===== src/rtl/alignment_word_assembler.sv =====
// rtl/alignment_word_assembler.sv - reassembles 7-byte lane frames from the alignment FIFO into 32-bit words
// Optional pad-byte checking is built when PAD_CHECK_EN is defined.
module alignment_word_assembler #(
  parameter int W         = 32,
  parameter int FRAME_LEN = 7
) (
  input  logic         clk,
  input  logic         resetn,
  input  logic [7:0]   fifo_dout,
  input  logic         fifo_empty,
  output logic         fifo_re,
  output logic [W-1:0] word,
  output logic         word_valid,
  input  logic         word_ready,
  output logic         pad_err
);

  localparam logic [2:0] ISSUE_MAX = 3'(FRAME_LEN);
  localparam logic [2:0] LAST_IDX  = 3'(FRAME_LEN - 1);

  typedef enum logic {
    COLLECT = 1'b0,
    HOLD    = 1'b1
  } state_t;

  state_t       state;
  state_t       state_nxt;
  logic [2:0]   issue_cnt;
  logic [2:0]   cap_idx;
  logic         rd_pend;
  logic [W-1:0] word_q;
  logic         word_valid_q;
  logic         rd_accept;
  logic         cap_last;
  logic         handshake;

  always_ff @(posedge clk or negedge resetn) begin
    if (!resetn) begin
      state <= COLLECT;
    end else begin
      state <= state_nxt;
    end
  end

  // Read enable is gated by resetn so no byte is pulled from the FIFO while held in reset.
  always_comb begin
    state_nxt = state;
    rd_accept = 1'b0;
    cap_last  = 1'b0;
    handshake = 1'b0;
    case (state)
      COLLECT: begin
        rd_accept = resetn & ~fifo_empty & (issue_cnt < ISSUE_MAX);
        cap_last  = rd_pend & (cap_idx == LAST_IDX);
        if (cap_last) begin
          state_nxt = HOLD;
        end
      end
      HOLD: begin
        handshake = word_valid_q & word_ready;
        if (handshake) begin
          state_nxt = COLLECT;
        end
      end
      default: state_nxt = COLLECT;
    endcase
  end

  assign fifo_re = rd_accept;

  always_ff @(posedge clk or negedge resetn) begin
    if (!resetn) begin
      issue_cnt    <= 3'd0;
      cap_idx      <= 3'd0;
      rd_pend      <= 1'b0;
      word_valid_q <= 1'b0;
    end else begin
      rd_pend <= rd_accept;
      if (handshake) begin
        issue_cnt <= 3'd0;
        cap_idx   <= 3'd0;
      end else begin
        if (rd_accept) begin
          issue_cnt <= issue_cnt + 3'd1;
        end
        if (rd_pend && (cap_idx != LAST_IDX)) begin
          cap_idx <= cap_idx + 3'd1;
        end
      end
      if (cap_last) begin
        word_valid_q <= 1'b1;
      end else if (handshake) begin
        word_valid_q <= 1'b0;
      end
    end
  end

  // Payload bytes land little-endian; pad bytes never touch the word register.
  always_ff @(posedge clk or negedge resetn) begin
    if (!resetn) begin
      word_q <= '0;
    end else if (rd_pend && (state == COLLECT)) begin
      case (cap_idx)
        3'd0:    word_q[7:0]   <= fifo_dout;
        3'd1:    word_q[15:8]  <= fifo_dout;
        3'd2:    word_q[23:16] <= fifo_dout;
        3'd3:    word_q[31:24] <= fifo_dout;
        default: word_q        <= word_q;
      endcase
    end
  end

  assign word       = word_q;
  assign word_valid = word_valid_q;

`ifdef PAD_CHECK_EN
  logic pad_err_q;

  always_ff @(posedge clk or negedge resetn) begin
    if (!resetn) begin
      pad_err_q <= 1'b0;
    end else if (rd_pend && (cap_idx >= 3'd4) && (fifo_dout != 8'h00)) begin
      pad_err_q <= 1'b1;
    end
  end

  assign pad_err = pad_err_q;
`else
  assign pad_err = 1'b0;
`endif

endmodule


===== config.mk =====
export PLATFORM = sky130hd
export DESIGN_NAME = alignment_word_assembler
export DESIGN_NICKNAME = d
export VERILOG_FILES = /design/src/rtl/alignment_word_assembler.sv
export SDC_FILE = /design/constraint.sdc
export NUM_CORES = 1
export LEC_CHECK = 0
export BUFFER_PORTS_ARGS = -buffer_cell sky130_fd_sc_hd__buf_2
export CAP_MARGIN = 20
export CELL_PAD_IN_SITES_DETAIL_PLACEMENT = 1
export CELL_PAD_IN_SITES_GLOBAL_PLACEMENT = 2
export CORE_MARGIN = 2
export CORE_UTILIZATION = 34
export DETAILED_ROUTE_END_ITERATION = 12
export PLACE_DENSITY = 0.73
export SYNTH_ARGS = -nofsm -noshare
export SYNTH_HDL_FRONTEND = slang
export SYNTH_SLANG_ARGS = --single-unit
export TNS_END_PERCENT = 1

===== constraint.sdc =====
create_clock -name clk -period 2 [get_ports clk]
set_input_delay 0.4 -clock clk [delete_from_list [all_inputs] [get_ports clk]]
set_output_delay 0.4 -clock clk [all_outputs]
set_load 0.05 [all_outputs]

# Yosys cells after proc, flatten, opt, wreduce, memory -nomap -nowiden
# Cells that the tools add are included.
# word_totals
word_cells	45
in_bits	12
out_inout_bits	35
ff_bits	41
# op_classes
add_sub_neg	2
n_lt_le_gt_ge	1
mux	12
bitwise_logic	6
n_eq_ne	5
reduce_logical	10
# ops
operator	n
two-way mux 3 bit	4
AND reduction 2 bit	4
two-way mux 1 bit	7
adder 3 x 1 -> 3 bit (second input constant)	2
== test 3 x 2 -> 1 bit (second input constant)	2
nonzero test 2 bit	3
AND 1 bit	4
== test 3 x 1 -> 1 bit (second input constant)	1
== test 3 bit (second input constant)	1
zero test 3 bit	1
< comparator 3 bit (second input constant)	1
!= test 3 bit (second input constant)	1
logical AND 1 bit	2
inverter 1 bit	2
one-hot mux 1 bit (2 select lines)	1

# Longest topological paths before layout
# logic_depth
ltp_word	6
ltp_mapped	5
depth_no_buf	5

# Worst setup path after synthesis
# No wires, ideal clock.
# synth_path
path_type	register -> output
start	register state
end	output fifo_re
path_buffers	0
path_stages_with_launch	3
t_required_ps	1600
arrival_ps	1242
path_slack_ps	358
cell_sequence	dfrtp_1 > nor3b_2 > and2_1
# synth_via
elab_chain_len	1
# synth_lines
element	line	text
start, declared	26	state_t state;
start signal, assigned	41	state <= state_nxt;
two-way mux 1 bit	51	case (state)
end, declared	11	output logic fifo_re,
# No other way between the ends.

# Final worst setup path
# Ends and elaborated chain as after synthesis.

==> flow_metrics.env <==
export IMPL_start_util_pct=35.6
export IMPL_fin_tns_setup_ns=0
export IMPL_die_y_um=77.4
export IMPL_avgSynthCellArea_um2=14.9
export IMPL_hold_viol_final=0
export IMPL_place_hpwl_um=2920
export IMPL_cts_buffers=5
export IMPL_grt_start_max_net_pins=42
export IMPL_fin_crit_sh_pct=91.5
export IMPL_syn2layout_area_growth_pct=24.1
export IMPL_path_cells="nor3b_2, and2_1, buf_2"
export IMPL_setup_violations=0
export IMPL_cts_root_buffer="clkbuf_8"
export IMPL_min_path_type="in -> async"
export IMPL_critPathArrivalTime_ns=1.43
export IMPL_tightest_slew_ns=0.525
export IMPL_post_cts_buffers=0
export IMPL_cpPeakStageDelay_ns=0.47
export IMPL_nets=196
export IMPL_clock_skew_ns=0.00445
export IMPL_cp_max_fo=8
export IMPL_clkSinkCount=41
export IMPL_cp_required_ns=1.60
export IMPL_ios=47
export IMPL_drc=0
export IMPL_end_kind="output port"
export IMPL_syn_nets=141
export IMPL_seq_area_frac_synth_pct=56.0
export IMPL_start_kind="flop"
export IMPL_first_global_vias=1246
export IMPL_grt_pass1_wl_um=6580
export IMPL_wl_per_cell_um=16.1
export IMPL_totalWireLength_um=4000
export IMPL_outcome="finished, final reports clean"
export IMPL_synth_seq_cells=41
export IMPL_die_area_um2=5990
export IMPL_ys_warn_count=0
export IMPL_rsz0062_at_grt="false"
export IMPL_r2r_cells=4
export IMPL_clockBufferDepth=2
export IMPL_clkLatencyLatePin_ns=0.29
export IMPL_report_final_slew_viol_count=0
export IMPL_cts_tree="built"
export IMPL_coreArea_um2=5140
export IMPL_cap_violations=0
export IMPL_insertedDiodeCount=0
export IMPL_cts_resized_gates=0
export IMPL_drt_pass1_iter_count=4
export IMPL_synth_cell_types=24
export IMPL_fp_row_count=26
export IMPL_grtUsageTotal_pct=14.3
export IMPL_final_cell_mix="buf_2 (45), dfrtp_1 (41), mux2_4 (24)"
export IMPL_crit_type="reg -> out"
export IMPL_antenna_found_initial=0
export IMPL_slowest_stage="dfrtp_1"
export IMPL_drtIter0Drc=23
export IMPL_final_common_cell="buf_2"
export IMPL_finalWorstPathRequiredPeriod_ns=1.83
export IMPL_slew_headroom_pct=65.0
export IMPL_pre_cts_slack_ns=0.382
export IMPL_syn_instance_count=123
export IMPL_placed_cells=241
export IMPL_via_per_inst=4.65
export IMPL_syn_cell_area_um2=1830
export IMPL_portBuffers=45
export IMPL_drive_gt1_share_pct=52.5
export IMPL_postRouteAntennaNets=0
export IMPL_h_tree_depth=2
export IMPL_grt_overflow=0
export IMPL_max_freq_mhz=547
export IMPL_clkTransAtPathRegs_ns=0.08
export IMPL_vias=1157
export IMPL_hold_buffers=0
export IMPL_gp_congestion=0.684
export IMPL_timing_final_ws_setup_ns=0.171
export IMPL_die_w_um=77.4
export IMPL_layoutNonFillerInstCount=249
-- sequential cells by signal, indices dropped and copies added (netlist names) --
register and flops:
word 32, cap_idx 3, issue_cnt 3, rd_pend 1, state 1, word_valid 1
-- path summary, 6_finish.rpt --
path / from / to / slack [ns]
max: state / fifo_re / 0.17
min: resetn / word[15] / 0.22
max reg2reg: state / word[9] / 0.39
min reg2reg: word[26] / word[26] / 0.50
max in group asynchronous: resetn / word[24] / 1.41
min in group clk: fifo_dout[1] / word[1] / 0.39
-- synth_stat cells --
master    number  share of area (%)
mux2_2         8                4.9
nor3_1         1               0.27
nor2_1         3               0.62
a32o_1         1               0.55
and3_1         2               0.68
a311oi_1       1               0.48
a21oi_1        2               0.55
a21boi_0       3                1.2
buf_6          3                1.8
buf_4          1               0.41
nand3_1        3               0.82
ha_1           6                4.1
nand3b_2       1               0.62
and2_1         4                1.4
dfrtp_1       41                 56
nand2b_1       1               0.34
xnor2_1        1               0.48
conb_1         1               0.20
nor3b_2        2                1.4
inv_1          5                1.0
mux2_4        24                 20
o21ai_0        3               0.82
mux2i_1        1               0.55
nand2_1        5                1.0
-- kinds of logic after synthesis --
logic type	share of synthesized area (%)
buffers and inverters	3.28
DFF	56.0
xor gates and xnor gates	0.479
other	0.205
and+or+nand+nor	7.11
muxes	25.2
AOI/OAI and AO/OA	3.62
adders and majority gates	4.10
-- worst max-delay path, delay by kind of cell (launching register included) --
kind | cells | cell delay [ns]
buf+inv | 1 | 0.27
flops | 1 | 0.47
simple gates | 2 | 0.39
-- final cells by class --
| cell class | instances | area [µm²] |
|---|---|---|
| multi-input cells | 73 | 744 |
| clock inverters | 1 | 30.0 |
| clock buffers | 7 | 86.3 |
| repair buffers | 52 | 278 |
| fillers | 568 | 2870 |
| flip-flops and latches | 41 | 1030 |
| inverters | 5 | 18.8 |
| well taps | 70 | 87.6 |
-- per-stage QoR --
| stage | cell area, µm² | utilization [%] | hold slack, ns |
|---|---|---|---|
| detailed placement | 2150 | 41.9 | 0.487 |
| global placement | 2150 | 41.9 | 0.486 |
| floorplan | 1830 | - | 0.104 |
| global route | 2270 | 44.2 | 0.258 |
| CTS | 2270 | 44.2 | 0.226 |
| finish | 2270 | 44.2 | 0.222 |
-- routing by layer --
metal  global-route usage, %  vias to the layer above  wire (µm)
met3                    3.95                        2        200
met5                       0                        -          0
met1                    17.4                      585       1740
met4                    5.36                        0         21
li1                        -                      535          -
met2                    24.1                       35       2040
Power is not shown: default switching activity piles up to over one toggle a cycle in this logic, so the estimate is an artifact.
